$ cat config.mk
export PLATFORM = sky130hd
export DESIGN_NAME = icache_direct_mapped_flat
export DESIGN_NICKNAME = d
export VERILOG_FILES = /design/src/rtl/icache_pkg.sv /design/src/rtl/icache_if.sv /design/src/rtl/icache_tag_data_array.sv /design/src/rtl/icache_direct_mapped.sv /design/src/flat_wrapper.sv
export SDC_FILE = /design/constraint.sdc
export NUM_CORES = 2
export LEC_CHECK = 0
export CORE_ASPECT_RATIO = 0.5
export CORE_UTILIZATION = 45
export CTS_CLUSTER_DIAMETER = 150
export DETAILED_ROUTE_END_ITERATION = 8
export MAX_ROUTING_LAYER = met4
export RECOVER_POWER = 50
export REMOVE_ABC_BUFFERS = 1
export SLEW_MARGIN = 15
export SYNTH_ARGS = -nofsm -noshare
export SYNTH_HDL_FRONTEND = slang
export SYNTH_SLANG_ARGS = --single-unit
$ cat constraint.sdc
create_clock -name clk -period 5.2 [get_ports clk]
set_input_delay 0.78 -clock clk [delete_from_list [all_inputs] [get_ports clk]]
set_output_delay 0.78 -clock clk [all_outputs]
set_load 0.01 [all_outputs]
$ cat src/rtl/icache_pkg.sv
`default_nettype none
// ============================================================================
// Module      : icache_pkg
// Description : Shared types and address-split helpers for the direct-mapped
//               instruction cache.
// Revision    : 1.0 - initial release
// ============================================================================
package icache_pkg;

    typedef enum logic [1:0] {
        IC_IDLE = 2'd0,
        IC_REQ  = 2'd1,
        IC_FILL = 2'd2
    } ic_state_t;

    localparam int c_WORD_W = 32;

    function automatic int off_w(input int words_per_line);
        return $clog2(words_per_line);
    endfunction

    function automatic int idx_w(input int num_lines);
        return $clog2(num_lines);
    endfunction

    // Byte-offset bits [1:0] sit below the word offset and never reach the tag.
    function automatic int tag_w(input int addr_w, input int num_lines, input int words_per_line);
        return addr_w - 2 - $clog2(num_lines) - $clog2(words_per_line);
    endfunction

endpackage
`default_nettype wire

$ cat src/rtl/icache_if.sv
`default_nettype none
// ============================================================================
// Module      : icache_if
// Description : Fetch-side and refill-memory signals of the instruction cache.
// Revision    : 1.0 - initial release
// ============================================================================
interface icache_if #(
    parameter int ADDR_W = 32
);
    logic [ADDR_W-1:0] pc;
    logic              instr_cache_enable;
    logic              flush;
    logic [31:0]       instr_out;
    logic              instr_valid;
    logic              instr_cache_processing;
    logic              mem_req_valid;
    logic              mem_req_ready;
    logic [ADDR_W-1:0] mem_req_addr;
    logic              mem_rsp_valid;
    logic [31:0]       mem_rsp_data;

    // master is the cache itself; slave is the fetch stage plus memory.
    modport master (
        input  pc, instr_cache_enable, flush, mem_req_ready, mem_rsp_valid, mem_rsp_data,
        output instr_out, instr_valid, instr_cache_processing, mem_req_valid, mem_req_addr
    );

    modport slave (
        output pc, instr_cache_enable, flush, mem_req_ready, mem_rsp_valid, mem_rsp_data,
        input  instr_out, instr_valid, instr_cache_processing, mem_req_valid, mem_req_addr
    );
endinterface
`default_nettype wire

$ cat src/rtl/icache_tag_data_array.sv
`default_nettype none
// ============================================================================
// Module      : icache_tag_data_array
// Description : Valid/tag/data storage with combinational read, one word write
//               port, tag-set port, single-line invalidate and flash clear.
// Revision    : 1.0 - initial release
// ============================================================================
module icache_tag_data_array
    import icache_pkg::*;
#(
    parameter int NUM_LINES      = 16,
    parameter int WORDS_PER_LINE = 4,
    parameter int TAG_W          = 24
) (
    input  wire logic                            clk,
    input  wire logic                            rst,
    input  wire logic [idx_w(NUM_LINES)-1:0]      i_rd_idx,
    input  wire logic [off_w(WORDS_PER_LINE)-1:0] i_rd_off,
    output logic                                 o_rd_valid,
    output logic [TAG_W-1:0]                     o_rd_tag,
    output logic [31:0]                          o_rd_data,
    input  wire logic                            i_wr_en,
    input  wire logic [idx_w(NUM_LINES)-1:0]      i_wr_idx,
    input  wire logic [off_w(WORDS_PER_LINE)-1:0] i_wr_off,
    input  wire logic [31:0]                     i_wr_data,
    input  wire logic                            i_set_en,
    input  wire logic [idx_w(NUM_LINES)-1:0]      i_set_idx,
    input  wire logic [TAG_W-1:0]                i_set_tag,
    input  wire logic                            i_inv_en,
    input  wire logic [idx_w(NUM_LINES)-1:0]      i_inv_idx,
    input  wire logic                            i_flash_clr
);

    logic [NUM_LINES-1:0] r_valid;
    logic [TAG_W-1:0]     r_tag_mem  [NUM_LINES];
    logic [31:0]          r_data_mem [NUM_LINES][WORDS_PER_LINE];

    assign o_rd_valid = r_valid[i_rd_idx];
    assign o_rd_tag   = r_tag_mem[i_rd_idx];
    assign o_rd_data  = r_data_mem[i_rd_idx][i_rd_off];

    // Flash clear dominates so a flush can never be undone by a same-edge set.
    always_ff @(posedge clk) begin
        if (rst) begin
            r_valid <= '0;
        end else if (i_flash_clr) begin
            r_valid <= '0;
        end else begin
            if (i_inv_en) begin
                r_valid[i_inv_idx] <= 1'b0;
            end
            if (i_set_en) begin
                r_valid[i_set_idx] <= 1'b1;
            end
        end
    end

    always_ff @(posedge clk) begin
        if (i_set_en) begin
            r_tag_mem[i_set_idx] <= i_set_tag;
        end
        if (i_wr_en) begin
            r_data_mem[i_wr_idx][i_wr_off] <= i_wr_data;
        end
    end

endmodule
`default_nettype wire

$ cat src/rtl/icache_direct_mapped.sv
`default_nettype none
// ============================================================================
// Module      : icache_direct_mapped
// Description : Direct-mapped instruction cache with zero-latency hits and a
//               single-line refill FSM over a valid/ready memory port.
// Revision    : 1.0 - initial release
// ============================================================================
module icache_direct_mapped
    import icache_pkg::*;
#(
    parameter int NUM_LINES      = 16,
    parameter int WORDS_PER_LINE = 4,
    parameter int ADDR_W         = 32
) (
    input  wire logic clk,
    input  wire logic rst,
    icache_if.master  bus
);

    localparam int c_OFF_W = off_w(WORDS_PER_LINE);
    localparam int c_IDX_W = idx_w(NUM_LINES);
    localparam int c_TAG_W = tag_w(ADDR_W, NUM_LINES, WORDS_PER_LINE);
    localparam logic [c_OFF_W-1:0] c_LAST_BEAT = c_OFF_W'(WORDS_PER_LINE - 1);

    ic_state_t          r_state;
    logic [c_TAG_W-1:0] r_tag;
    logic [c_IDX_W-1:0] r_idx;
    logic [c_OFF_W-1:0] r_cnt;
    logic               r_abort;
    logic               r_mem_req_valid;

    logic [c_OFF_W-1:0] w_off;
    logic [c_IDX_W-1:0] w_idx;
    logic [c_TAG_W-1:0] w_tag;
    logic               w_rd_valid;
    logic [c_TAG_W-1:0] w_rd_tag;
    logic [31:0]        w_rd_data;
    logic               w_idle;
    logic               w_hit;
    logic               w_miss;
    logic               w_beat;
    logic               w_last;
    logic               w_unused_pc_bits;

    assign w_off            = bus.pc[2 +: c_OFF_W];
    assign w_idx            = bus.pc[2 + c_OFF_W +: c_IDX_W];
    assign w_tag            = bus.pc[ADDR_W-1 -: c_TAG_W];
    assign w_unused_pc_bits = ^bus.pc[1:0];

    assign w_idle = (r_state == IC_IDLE);
    assign w_hit  = w_idle && bus.instr_cache_enable && w_rd_valid && (w_rd_tag == w_tag);
    assign w_miss = w_idle && bus.instr_cache_enable && !(w_rd_valid && (w_rd_tag == w_tag));
    assign w_beat = (r_state == IC_FILL) && bus.mem_rsp_valid;
    assign w_last = w_beat && (r_cnt == c_LAST_BEAT);

    assign bus.instr_valid            = w_hit;
    assign bus.instr_out              = w_hit ? w_rd_data : 32'd0;
    assign bus.instr_cache_processing = !w_idle || w_miss;
    assign bus.mem_req_valid          = r_mem_req_valid;
    assign bus.mem_req_addr           = {r_tag, r_idx, {(c_OFF_W + 2){1'b0}}};

    icache_tag_data_array #(
        .NUM_LINES      (NUM_LINES),
        .WORDS_PER_LINE (WORDS_PER_LINE),
        .TAG_W          (c_TAG_W)
    ) u_array (
        .clk         (clk),
        .rst         (rst),
        .i_rd_idx    (w_idx),
        .i_rd_off    (w_off),
        .o_rd_valid  (w_rd_valid),
        .o_rd_tag    (w_rd_tag),
        .o_rd_data   (w_rd_data),
        .i_wr_en     (w_beat),
        .i_wr_idx    (r_idx),
        .i_wr_off    (r_cnt),
        .i_wr_data   (bus.mem_rsp_data),
        // A flush seen on the final beat counts as an abort too.
        .i_set_en    (w_last && !r_abort && !bus.flush),
        .i_set_idx   (r_idx),
        .i_set_tag   (r_tag),
        .i_inv_en    (w_miss),
        .i_inv_idx   (w_idx),
        .i_flash_clr (bus.flush)
    );

    always_ff @(posedge clk) begin
        if (rst) begin
            r_state         <= IC_IDLE;
            r_tag           <= '0;
            r_idx           <= '0;
            r_cnt           <= '0;
            r_abort         <= 1'b0;
            r_mem_req_valid <= 1'b0;
        end else begin
            case (r_state)
                IC_IDLE: begin
                    if (w_miss) begin
                        r_tag           <= w_tag;
                        r_idx           <= w_idx;
                        r_abort         <= 1'b0;
                        r_mem_req_valid <= 1'b1;
                        r_state         <= IC_REQ;
                    end
                end
                IC_REQ: begin
                    if (bus.flush) begin
                        r_abort <= 1'b1;
                    end
                    if (bus.mem_req_ready) begin
                        r_mem_req_valid <= 1'b0;
                        r_cnt           <= '0;
                        r_state         <= IC_FILL;
                    end
                end
                IC_FILL: begin
                    if (bus.flush) begin
                        r_abort <= 1'b1;
                    end
                    if (w_beat) begin
                        r_cnt <= r_cnt + 1'b1;
                    end
                    if (w_last) begin
                        r_cnt   <= '0;
                        r_state <= IC_IDLE;
                    end
                end
                default: begin
                    r_state         <= IC_IDLE;
                    r_mem_req_valid <= 1'b0;
                end
            endcase
        end
    end

endmodule
`default_nettype wire

$ cat src/flat_wrapper.sv
// flat-port wrapper written by rule: the top's interface ports become plain ports
module icache_direct_mapped_flat import icache_pkg::*;
#(
    parameter int NUM_LINES      = 16,
    parameter int WORDS_PER_LINE = 4,
    parameter int ADDR_W         = 32
)
  (clk, rst, bus_pc, bus_instr_cache_enable, bus_flush, bus_mem_req_ready, bus_mem_rsp_valid, bus_mem_rsp_data, bus_instr_out, bus_instr_valid, bus_instr_cache_processing, bus_mem_req_valid, bus_mem_req_addr);
  icache_if #(.ADDR_W(ADDR_W)) bus_i ();
  input  wire logic clk;
  input  wire logic rst;
  input wire logic [$bits(bus_i.pc)-1:0] bus_pc;
  input wire logic [$bits(bus_i.instr_cache_enable)-1:0] bus_instr_cache_enable;
  input wire logic [$bits(bus_i.flush)-1:0] bus_flush;
  input wire logic [$bits(bus_i.mem_req_ready)-1:0] bus_mem_req_ready;
  input wire logic [$bits(bus_i.mem_rsp_valid)-1:0] bus_mem_rsp_valid;
  input wire logic [$bits(bus_i.mem_rsp_data)-1:0] bus_mem_rsp_data;
  output wire logic [$bits(bus_i.instr_out)-1:0] bus_instr_out;
  output wire logic [$bits(bus_i.instr_valid)-1:0] bus_instr_valid;
  output wire logic [$bits(bus_i.instr_cache_processing)-1:0] bus_instr_cache_processing;
  output wire logic [$bits(bus_i.mem_req_valid)-1:0] bus_mem_req_valid;
  output wire logic [$bits(bus_i.mem_req_addr)-1:0] bus_mem_req_addr;
  assign bus_i.pc = bus_pc;
  assign bus_i.instr_cache_enable = bus_instr_cache_enable;
  assign bus_i.flush = bus_flush;
  assign bus_i.mem_req_ready = bus_mem_req_ready;
  assign bus_i.mem_rsp_valid = bus_mem_rsp_valid;
  assign bus_i.mem_rsp_data = bus_mem_rsp_data;
  assign bus_instr_out = bus_i.instr_out;
  assign bus_instr_valid = bus_i.instr_valid;
  assign bus_instr_cache_processing = bus_i.instr_cache_processing;
  assign bus_mem_req_valid = bus_i.mem_req_valid;
  assign bus_mem_req_addr = bus_i.mem_req_addr;
  icache_direct_mapped #(.NUM_LINES(NUM_LINES), .WORDS_PER_LINE(WORDS_PER_LINE), .ADDR_W(ADDR_W)) u_core (.clk(clk), .rst(rst), .bus(bus_i));
endmodule
# Word level (Yosys, flattened, before mapping)
# Memory sizes are Yosys's and may differ from the RTL's.
# Cells that the tools add are included.
# totals
reg_bits	50
ram_bits	2432
out_inout_bits	67
n_memories	2
# classes
add_sub_neg	1
n_lt_le_gt_ge	7
eq_ne	9
mux	34
bitwise	6
reduce_logical	27
# mem_list
memory	depth	word_bits	rd	rd_ports_with_merged_regs	wr	line_no	rtl
u_core.u_array.r_data_mem	16	128	1	0	1	icache_tag_data_array.sv:36	logic [31:0] r_data_mem [NUM_LINES][WORDS_PER_LINE];
u_core.u_array.r_tag_mem	16	24	1	0	1	icache_tag_data_array.sv:35	logic [TAG_W-1:0] r_tag_mem [NUM_LINES];
# ops
op	count
two-way mux 128 bit	1
two-way mux 32 bit	4
binary-select mux 32 bit (select 2 bit)	1
demux 32 bit (select 2 bit)	1
two-way mux 16 bit	4
== test 24 bit	1
bitwise AND 16 bit	1
NOT 16 bit	1
OR 16 bit	1
logical AND 1 bit	12
two-way mux 2 bit	6
AND reduction 3 bit	4
< comparator 4 x 5 -> 1 bit (second input constant)	2
two-way mux 1 bit	10
demux 1 bit (select 4 bit)	2
greater-or-equal comparator 4 x 1 -> 1 bit (second input constant)	2
greater-or-equal comparator 3 bit (second input constant)	2
NOT 2 -> 3 bit	2
one-hot mux 2 bit (3 select lines)	1
binary-select mux 1 bit (select 4 bit)	1
== test 2 bit (second input constant)	2
logical NOT 1 bit	4
inequality test 2 x 1 -> 1 bit (second input constant)	2
inequality test 2 bit (second input constant)	2
13 further kinds	15

# Longest topological paths before layout
# logic_depth
ltp_word	11
ltp_mapped	14
ltp_nobuf	8

# Cells and area by module
# Synthesis repeated with hierarchy kept, for this count alone.
# unflattened
hier_cells	4146
hier_area_um2	94758.4
# by_module_without_submodules
mod	n_inst	cells_each	area_each_um2	seq_area_each_um2
icache_tag_data_array	1	3932	92836.5	73350.3
icache_direct_mapped	1	214	1921.8	680.7

# Worst setup path before layout
# Ideal clock, no wire load.
# synth_path
path_kind	input to output
start	input bus_pc[4]
end	output bus_instr_out[11]
t_arrival_ns	3.386
t_required_ns	4.420
slack_ns	1.034
path_stages	9
path_cell_list	buf_6 buf_6 buf_4 clkbuf_1 buf_2 mux4_2 mux4_2 mux4_2 nor2b_1
# synth_via
elab_chain_len	5
word_cells_on_any_way	11
cone_classes	eq/ne (1); mux (6); reduce/logical (2); memory (2)
# synth_lines
element	line_no	rtl
start, declared	flat_wrapper.sv:12	input wire logic [$bits(bus_i.pc)-1:0] bus_pc;
memory read (16 x 128 bit) / binary-select mux 1 bit (select 4 bit) (equally long branches)	n/a	
binary-select mux 32 bit (select 2 bit) / two-way mux 1 bit (equally long branches)	icache_tag_data_array.sv:40, icache_tag_data_array.sv:38	
two-way mux 32 bit (not written as such) / logical AND 1 bit (equally long branches) (2 in a row)	icache_tag_data_array.sv:40, icache_direct_mapped.sv:51	
two-way mux 32 bit (*)	icache_direct_mapped.sv:57	assign bus.instr_out = w_hit ? w_rd_data : 32'd0;
end, declared	flat_wrapper.sv:18	output wire logic [$bits(bus_i.instr_out)-1:0] bus_instr_out;
# Every way passes the cells marked *; elsewhere a longest branch is shown, timed or not. The select of a mux whose other input is x is not followed.

# Worst setup path after layout
# layout_path
start	input bus_pc[5]
end	output bus_instr_out[18]
# Same word-level chain as after synthesis.

==> impl_metrics.ini <==
[drt]
drt_iter0_drc = 5775
drc = 2
wl_per_cell_um = 32.5
routed_via_density = 6.10
num_vias = 45100
wirelength_mm = 241
drtPass1Iterations = 8
ant_nets = 0

[setup_path]
path_max_fanout = 33
endpoint_kind = primary output
r2r_cells = 6
worst_ep_arrival_time_ns = 4.28
worstSetupStartpointType = input port
cp_cell_sequence = buf_12 -> buf_12 -> mux4_2 -> xor2_1 -> a221oi_1 -> buf_4 -> o21ai_1 -> nor4_2 -> nand4_1 -> buf_12 -> nor2b_1 -> clkdlybuf4s50_1
critical_path_buf_inv_count = 5
reg2reg_slack_ns = 0.16
critPathSlowestCell = clkdlybuf4s50_1
crit_required_ns = 4.42
r2r_start = u_core.r_state[0]
cpMostUsedCell = buf_12
critPathMaxStageDelay_ns = 0.56
r2r_end = u_core.u_array.r_data_mem[15][84]
critical_path_class = input port to primary output
crit_family = buffers and inverters

[floorplan]
ioPinCount = 137
start_util_pct = 45.4
core_sq_um = 211000
rows = 119
fp.dieH_um = 328
die_area_sq_um = 215000
chipWidth_um = 655

[place]
io_buffers = 130
hpwl_mm = 138
placed_cell_area_sq_um = 102000
place.gp.congestion = 0.840

[synthesis]
syn_inst = 4021
yosys.area.top_type_share_pct = 76.1
synth_area_leader_cell = edfxtp_1
ys_types = 68
synth_ff_type = edfxtp_1
synthesis.area_sq_um = 95900
yosysWarnings = 0
synth_enable_flop_cells = 2432
async_flop_share_pct = 0
synthTopCellsByArea = edfxtp_1 76%, mux4_2 18%, dfxtp_1 1.0%, mux2i_1 0.91%, buf_2 0.64%
yosysSeqAreaShare_pct = 77.2
avgSynthCellArea_sq_um = 23.9
synth-seq-cells = 2482

[status]
outcome = finished with violations
violations = design-rule violations, max-capacitance violations, max-slew violations

[global_route]
grt_pass1_vias = 45400
grt_max_degree = 78
antenna_found_initial = 18
globalRouteMet2Util_pct = 33.9
busiest_layer = met1
grtUsageTotal_pct = 23.1
met3_usage_pct = 3.96
grt_util_met1_pct = 34.6
grt_pass1_wl_mm = 340
gr-total-overflow = 0

[sta]
post-route-min-period_ns = 5.06
setup-violations-final = 0
fmax_mhz = 197
hold_viol_final = 0
relSlewSlack_pct = -115
slew_viol_final = 2191
tightest_slew_ns = 3.22
fin_crit_sh_pct = 97.4
skew_ns = 0.0589

[run]
cap_violations = 38

[clock_tree]
cts_setup_buffers = 0
holdBufCountCts = 0
cts.sinks = 2482
cts_buffer_depth = 4
cts_buffers = 221
clock_latency_ns = 0.87
htree_levels = 4
cts-root-buf = clkbuf_16
cts_tree = built
post_cts_resized = 0
clk_pin_slew_ns = 0.07

[hold_path]
min_path_type = flop to flop
min_to = u_core.r_cnt[1]
hold_depth = 2
min_from = u_core.r_cnt[1]

[power_and_ir_drop]
ir_drop_uv = 293
power_density_nw_per_um2 = 376
leakagePower_nw = 33.6
p_total_mw = 41.1

[layout]
final_area_sq_um = 109000
final_nets = 4444
drive_above_1_share_pct = 30.3
area_delta_synth_final_pct = 14.0
layout make-up:
type | instances | area [sq um]
Inverter | 14 | 52.6
Clock buffer | 281 | 5900
Sequential cell | 2482 | 74000
Timing Repair Buffer | 333 | 3320
Antenna cell | 9 | 22.5
Multi-Input combinational cell | 1314 | 21300
Clock inverter | 118 | 1080
Fill cell | 16300 | 102000
Tap cell | 2843 | 3560
cell usage after synthesis (6+ instances only):
cell,n
mux2_2,18
or3_1,13
o22ai_1,10
a21oi_1,12
a31oi_1,6
buf_6,11
buf_4,18
nand3_1,15
nand2b_1,8
nand2_1,89
o221a_2,8
nor2_1,96
a22oi_1,7
nor2b_1,48
xor2_1,14
a22o_1,7
mux4_2,755
dfxtp_1,50
o221a_1,8
nor3_1,7
ha_1,8
clkbuf_1,58
buf_2,123
mux2i_1,87
o31ai_1,6
xnor2_1,9
inv_1,13
edfxtp_1,2432
sequential cells by signal, indices dropped and copies added (netlist names):
signal                     flops
u_core.u_array.r_data_mem   2048
u_core.u_array.r_tag_mem     384
u_core.r_tag                  24
u_core.u_array.r_valid        16
u_core.r_idx                   4
u_core.r_cnt                   2
u_core.r_state                 2
u_core.bus.mem_req_valid       1
u_core.r_abort                 1
report_power, final:
group          leakage, nW  total [mW]  switching, mW  internal, mW
sequential            22.3        22.4          0.217          22.2
clock                 3.41        16.2           7.13          9.03
combinational         7.86        2.52           1.49          1.02
logic make-up after synthesis:
kind of cell	count (synthesis)	share of synthesized area, %
DFF	2482	77.2
muxes	860	18.8
and+or+nand+nor	311	1.56
buffers and inverters	228	1.21
AOI/OAI and AO/OA	108	0.896
xor gates and xnor gates	23	0.210
adders and majority gates	8	0.104
other	1	0.00391
cells in the final DEF, fill, tap and decap left out, types with 39 or more instances in the layout:
cell type,synthesis,layout
nor2_4,0,74
clkinv_2,0,39
clkbuf_1,58,87
edfxtp_1,2432,2432
clkbuf_16,0,227
clkdlybuf4s50_1,0,92
buf_4,18,142
clkinv_1,1,48
nand2_1,89,89
nor2b_1,48,48
dfxtp_1,50,50
mux2i_1,87,85
buf_12,0,51
mux4_2,755,755
through the flow:
step	instances	worst slack (ns)	util, %	setup TNS, ns	hold slack, ns
final	7394	0.136	51.8	0	0.527
after global routing	7388	-0.0000111	51.8	-0.0000111	0.547
after CTS	7382	0.0228	51.8	0	0.522
after detailed placement	6983	0.0406	48.5	0	0.512
after global placement	6983	0.0738	48.5	0	0.482
after floorplan	3810	0.514	-	0	0.459
layer usage:
| layer | vias to the layer above | wire length [um] |
|---|---|---|
| li1 | 18000 | - |
| met1 | 24900 | 105000 |
| met2 | 1930 | 112000 |
| met3 | 312 | 20200 |
| met4 | 0 | 4000 |
| met5 | - | 0 |
worst min-delay path, delay by kind of cell, from the launching register on:
kind / cells / cell delay [ns]
compound gates: 1 / 0.06
flops: 1 / 0.35
simple gates: 1 / 0.07
how the worst max path moves through the flow:
stage / start / to / slack, ns / cells after the start
2_1_floorplan: bus_pc[4] / u_core.r_state[0] / 0.51 / 7
3_3_place_gp: bus_pc[5] / bus_instr_out[1] / 0.07 / 13
3_5_place_dp: bus_pc[5] / bus_instr_out[23] / 0.04 / 12
4_1_cts: bus_pc[5] / bus_instr_out[26] / 0.02 / 12
5_1_grt: bus_pc[5] / bus_instr_out[22] / -0.00001 / 12
6_report: bus_pc[5] / bus_instr_out[18] / 0.14 / 12
Note: power is estimated with default switching activity, not from simulation.
